**config.mk**
```make
export PLATFORM = sky130hd
export DESIGN_NAME = way_packed_writer
export DESIGN_NICKNAME = d
export VERILOG_FILES = /design/src/rtl/way_packed_writer.sv
export SDC_FILE = /design/constraint.sdc
export NUM_CORES = 1
export LEC_CHECK = 0
export ABC_AREA = 1
export BUFFER_PORTS_ARGS = -buffer_cell sky130_fd_sc_hd__buf_2
export CELL_PAD_IN_SITES_DETAIL_PLACEMENT = 1
export CELL_PAD_IN_SITES_GLOBAL_PLACEMENT = 1
export CORE_UTILIZATION = 30
export DETAILED_ROUTE_END_ITERATION = 10
export PLACE_DENSITY_LB_ADDON = 0.12
export SETUP_SLACK_MARGIN = 0.1
export SYNTH_ARGS = -nofsm -noshare
export SYNTH_HDL_FRONTEND = slang
export SYNTH_SLANG_ARGS = --single-unit
```
**constraint.sdc**
```tcl
create_clock -name clk_in -period 1.8 [get_ports clk_in]
set_clock_uncertainty 0.1 [all_clocks]
set_input_delay 0.36 -clock clk_in [delete_from_list [all_inputs] [get_ports clk_in]]
set_output_delay 0.36 -clock clk_in [all_outputs]
set_load 0.02 [all_outputs]
```
**src/rtl/way_packed_writer.sv**
```systemverilog
// Write-side way array: scatters one element per accepted write into a flattened
// NUMBER_WAYS x element register array, with per-way valid bits, round-robin victim and flush.
module way_packed_writer #(
  parameter int unsigned NUMBER_WAYS                 = 8,
  parameter int unsigned SINGLE_ELEMENT_SIZE_IN_BITS = 4
) (
  input  logic                                                clk_in,
  input  logic                                                reset_in,
  input  logic                                                write_valid_in,
  output logic                                                write_ready_out,
  input  logic [NUMBER_WAYS-1:0]                              write_sel_in,
  input  logic [SINGLE_ELEMENT_SIZE_IN_BITS-1:0]              write_data_in,
  input  logic [NUMBER_WAYS-1:0]                              invalidate_in,
  input  logic                                                flush_in,
  output logic [SINGLE_ELEMENT_SIZE_IN_BITS*NUMBER_WAYS-1:0]  way_packed_out,
  output logic [NUMBER_WAYS-1:0]                              way_valid_out,
  output logic [NUMBER_WAYS-1:0]                              written_way_out,
  output logic                                                write_done_out,
  output logic                                                flush_busy_out
);

  localparam int unsigned NW  = NUMBER_WAYS;
  localparam int unsigned SEB = SINGLE_ELEMENT_SIZE_IN_BITS;
  localparam int unsigned PW  = $clog2(NUMBER_WAYS);

  localparam logic [0:0] S_IDLE  = 1'b0;
  localparam logic [0:0] S_FLUSH = 1'b1;

  logic [0:0]      r_state;
  logic [0:0]      w_state_next;
  logic [PW-1:0]   r_flush_cnt;
  logic [PW-1:0]   w_flush_cnt_next;
  logic            w_flush_last;
  logic [PW-1:0]   r_victim;
  logic [NW-1:0]   r_valid;
  logic [SEB*NW-1:0] r_data;

  logic            w_handshake;
  logic [PW-1:0]   w_sel_idx;
  logic [PW-1:0]   w_inv_idx;
  logic [PW-1:0]   w_way_idx;
  logic            w_alloc_victim;
  logic [NW-1:0]   w_write_mask;
  logic [NW-1:0]   w_flush_clr;
  logic [NW-1:0]   w_valid_next;

  assign write_ready_out = (r_state == S_IDLE) && !flush_in;
  assign w_handshake     = write_valid_in && write_ready_out;
  assign flush_busy_out  = (r_state == S_FLUSH);
  assign way_packed_out  = r_data;
  assign way_valid_out   = r_valid;

  // Way choice: explicit select (highest bit), else highest invalid way, else victim.
  always_comb begin
    w_sel_idx      = '0;
    w_inv_idx      = '0;
    w_way_idx      = r_victim;
    w_alloc_victim = 1'b0;
    for (int g = 0; g < int'(NW); g++) begin
      if (write_sel_in[g]) w_sel_idx = PW'(g);
      if (!r_valid[g])     w_inv_idx = PW'(g);
    end
    if (|write_sel_in) begin
      w_way_idx = w_sel_idx;
    end else if (!(&r_valid)) begin
      w_way_idx = w_inv_idx;
    end else begin
      w_alloc_victim = 1'b1;
    end
    w_write_mask = w_handshake ? (NW'(1) << w_way_idx) : '0;
  end

  // Flush sequencer: next state and counter.
  always_comb begin
    w_state_next     = r_state;
    w_flush_cnt_next = r_flush_cnt;
    w_flush_last     = 1'b0;
    w_flush_clr      = '0;
    case (r_state)
      S_IDLE: begin
        if (flush_in) begin
          w_state_next     = S_FLUSH;
          w_flush_cnt_next = '0;
        end
      end
      S_FLUSH: begin
        w_flush_clr      = NW'(1) << r_flush_cnt;
        w_flush_cnt_next = r_flush_cnt + PW'(1);
        if (r_flush_cnt == PW'(NW - 1)) begin
          w_flush_last = 1'b1;
          w_state_next = S_IDLE;
        end
      end
      default: w_state_next = S_IDLE;
    endcase
  end

  // A same-cycle write overrides invalidate and flush clears on its way.
  assign w_valid_next = (r_valid & ~invalidate_in & ~w_flush_clr) | w_write_mask;

  always_ff @(posedge clk_in) begin
    if (reset_in) begin
      r_state     <= S_IDLE;
      r_flush_cnt <= '0;
      r_victim    <= '0;
    end else begin
      r_state     <= w_state_next;
      r_flush_cnt <= w_flush_cnt_next;
      if (w_flush_last) begin
        r_victim <= '0;
      end else if (w_handshake && w_alloc_victim) begin
        r_victim <= r_victim + PW'(1);
      end
    end
  end

  always_ff @(posedge clk_in) begin
    if (reset_in) begin
      r_data          <= '0;
      r_valid         <= '0;
      written_way_out <= '0;
      write_done_out  <= 1'b0;
    end else begin
      for (int g = 0; g < int'(NW); g++) begin
        if (w_write_mask[g]) r_data[g*SEB +: SEB] <= write_data_in;
      end
      r_valid         <= w_valid_next;
      written_way_out <= w_write_mask;
      write_done_out  <= w_handshake;
    end
  end

endmodule

```
==> results by group <==
Outcome
  • Outcome: finished clean

Setup path
  • Worst reg2reg startpoint: way_valid_out[4]$_SDFF_PP0_
  • Most frequent cell on the critical path: nor2_4
  • Worst path max stage delay: approximately 0.35 ns
  • Worst R2R Path Depth: 11
  • Max FO, Critical Path: 7
  • Reg2reg setup slack: 0.09 ns
  • RR Endpoint: way_packed_out[29]$_SDFFE_PP0P_
  • Critical path arrival: between 1.5 and 2 ns
  • Cells along the critical path: nand2_2 -> nor2_4 -> nand2_2 -> nor2_4 -> nor2_4 -> nor2_8 -> buf_4 -> nand3_4 -> nand2_1 -> nand2_1 -> nor2_1
  • Req. time, crit path: 1.94 ns
  • Crit path launch type: register
  • WS Path Type: reg -> reg
  • CP Capture Type: register
  • CP max-delay cell: dfxtp_2

Route
  • Routed wl met2: ~3700 um
  • Met1 wire length: 3830 um
  • Final WL: 7930 um
  • DR WL/cell: 13.7 um
  • Routed Antenna Nets: 0
  • Vias per cell: 4.60
  • DRC Markers: 0
  • Vias: about 2,700
  • Top layer in use: met4
  • Met3 wire length: 400 um
  • Initial DRC count: 88
  • Drt pass-1 iters: 4

STA
  • RSZ-0062 raised after global routing: yes
  • F_max: 584 MHz
  • Final Hold Fails: 0
  • Setup Viol. Count Final: 0
  • Max-slew violations: 0
  • Worst-margin pin slew: ~0.31 ns
  • Max-slew headroom: 79.6%
  • Final min period: between 1.5 and 2 ns
  • TNS Setup: 0 ns
  • Tcrit/Tclk final: 95.1%

Clock tree
  • Clk_lat worst skew: 0.31 ns
  • Hold-fix buffers, CTS: 0
  • CTS Buf Count: 5
  • TritonCTS Sinks: 56
  • Root buffer cell: clkbuf_8
  • Clk slew on worst S/H paths: 0.10 ns
  • CTS tree: yes
  • Max clock buf depth: 2
  • H-tree depth: 2

Global route
  • Initial antenna violation count: 0
  • First-pass GRT wire length: about 12,000 um
  • GRT Residual Overflow: 0
  • GRT Util Overall: 17.5%
  • Pin count of the biggest net entering global routing: 30
  • Vias in the first global route: 2,534

Power
  • PwrDens: ~640 nW/um^2
  • Maximum vdd drop: 0.298 mV
  • Power share of the combinational group: 14.4%
  • NetSw: 0.636 mW
  • Share of total power in sequential cells: between 50% and 60%
  • Switching share of power: 27.2%
  • Internal power: 1.70 mW
  • Pleak: 1.80 nW
  • Clock network power share: 31.2%

Placement
  • Number of buffers added on ports: 74
  • Final GP Congestion: 0.759
  • Placed instance area: roughly 3300 um^2
  • Inst Count DP: 550
  • HPWL Detailed: just under 6000 um

Worst hold path
  • Hold Path Sink: r_flush_cnt[2]$_SDFFE_PP0N_
  • Hold path start: reset_in
  • Hold path cells: 2
  • HP Class: in -> reg

Yosys
  • Mapped Cells: 357
  • Net Count, Synth: 388
  • Netlist cell types: 29
  • Synthesized area per cell: 7.48 um^2
  • Register area share after synthesis: 42.0%
  • Synth warn: 0
  • Syn Std Cell Area: 2670 um^2
  • Synth Register Bits: 56

Finish
  • Area growth, synth to finish: 37.8%
  • Share of layout cells above drive strength 1: 38.0%
  • Fin area: 3680 um^2
  • Final #Nets: around 500
  • Antenna diode count: 0
  • Fin cells: between 500 and 600

Floorplanning
  • Rows: 34
  • Die Area: just over 9000 um^2
  • Die width: 96.4 um
  • Core area: 8680 um^2
  • Num ports: 75
  • Starting Density: 30.8%
  • Die span in y: 96.4 um

Run
  • Maximum Capacitance Violations: 0
-- metrics by stage --
| step | hold slack [ns] | utilization [%] | setup slack [ns] | power [mW] |
|---|---|---|---|---|
| floorplan | 0.363 | - | 0.105 | 1.48 |
| global placement | 0.353 | 38.1 | -0.0406 | 1.59 |
| detailed placement | 0.361 | 38.1 | -0.142 | 1.60 |
| CTS | 0.146 | 40.8 | 0.0552 | 2.37 |
| global route | 0.162 | 42.4 | -0.0593 | 2.46 |
| finish | 0.159 | 42.4 | 0.0890 | 2.34 |
-- power by group through the flow --
stage                     Clock [mW]  Sequential, mW  Combinational (mW)
after floorplan                    0            1.32               0.157
after global placement             0            1.30               0.294
after detailed placement           0            1.30               0.300
after CTS                      0.774            1.27               0.325
after global routing           0.810            1.27               0.373
final                          0.731            1.27               0.337
-- logic make-up (layout without fill, tap and decap cells) --
kind of cell / after synthesis / count (layout) / synth area share [%]
compound gates: 28 / 28 / 6.28
fa+ha+maj: 7 / 7 / 3.28
buf+inv: 54 / 163 / 8.57
flops: 56 / 56 / 42.0
simple gates: 212 / 215 / 39.9
-- metal layers --
metal  vias to the layer above  global-route usage [%]
met3                         2                    3.55
li1                       1355                       -
met1                      1238                    23.8
met2                        61                    29.0
met4                         0                    2.94
met5                         -                       0
-- cells in the mapped netlist, drive strengths merged --
cell type   n  area (um^2)
nand2      84          340
nand3      13          120
nand4      20          125
a21oi      19          106
a311o       1         10.0
inv        42          158
buf         6         48.8
nand3b      6         45.0
o21ai       5         28.8
ha          7         87.6
nor3        1         5.00
dfxtp      56         1120
o21a        1         7.51
nor2       88          430
a211oi      1         7.51
a21boi      1         7.51
clkbuf      6         22.5
-- critical path: cells and delay by family, from the launching register on --
family	cells	cell delay, ns
buf+inv	1	0.15
flops	1	0.35
simple gates	10	1.06
-- flip-flops by register name, summed over array words and instances (netlist names) --
signal,flops
r_flush_cnt,3
way_valid_out,8
written_way_out,8
write_done_out,1
way_packed_out,32
r_victim,3
flush_busy_out,1
-- placed cells by master (no fill, tap or decap), drive strengths merged --
master | Yosys | routed
ha | 7 | 7
a21boi | 1 | 1
dfxtp | 56 | 56
nand2 | 84 | 84
nand3b | 6 | 6
nand3 | 13 | 16
o21a | 1 | 1
a21oi | 19 | 19
buf | 6 | 113
a211oi | 1 | 1
a311o | 1 | 1
clkbuf | 6 | 7
inv | 42 | 42
nor2 | 88 | 88
o21ai | 5 | 5
clkinvlp | 0 | 1
nand4 | 20 | 20
nor3 | 1 | 1
-- timing repair --
| action | 4_1_cts | 5_1_grt |
|---|---|---|
| setup buffers | 7 | 9 |
| setup endpoints to repair | 37 | 49 |
| endpoints found under the hold margin | 0 | 0 |
| pin swaps | 11 | 17 |
| gates resized for setup | 16 | 16 |
| cloned | 1 | 2 |
-- cell type report --
class,count,area [um^2]
Clock inverter,1,7.51
Fill cell,1109,5000
Clock buffer,7,86.3
Timing Repair Buffer,113,728
Sequential cell,56,1130
Multi-Input combinational cell,250,1440
Tap cell,108,135
Inverter,42,158
-- worst max-delay path by stage --
stage | startpoint | endpoint | slack (ns) | cells after the start
floorplan | way_valid_out[5]$_SDFF_PP0_ | way_packed_out[10]$_SDFFE_PP0P_ | 0.11 | 10
global placement | write_sel_in[3] | way_packed_out[1]$_SDFFE_PP0P_ | -0.04 | 10
detailed placement | write_sel_in[3] | way_packed_out[18]$_SDFFE_PP0P_ | -0.14 | 10
CTS | way_valid_out[1]$_SDFF_PP0_ | way_packed_out[10]$_SDFFE_PP0P_ | 0.06 | 10
global route | way_valid_out[0]$_SDFF_PP0_ | way_packed_out[29]$_SDFFE_PP0P_ | -0.06 | 11
finish | way_valid_out[4]$_SDFF_PP0_ | way_packed_out[29]$_SDFFE_PP0P_ | 0.09 | 11
No activity file was read; power rests on OpenSTA's default activity.
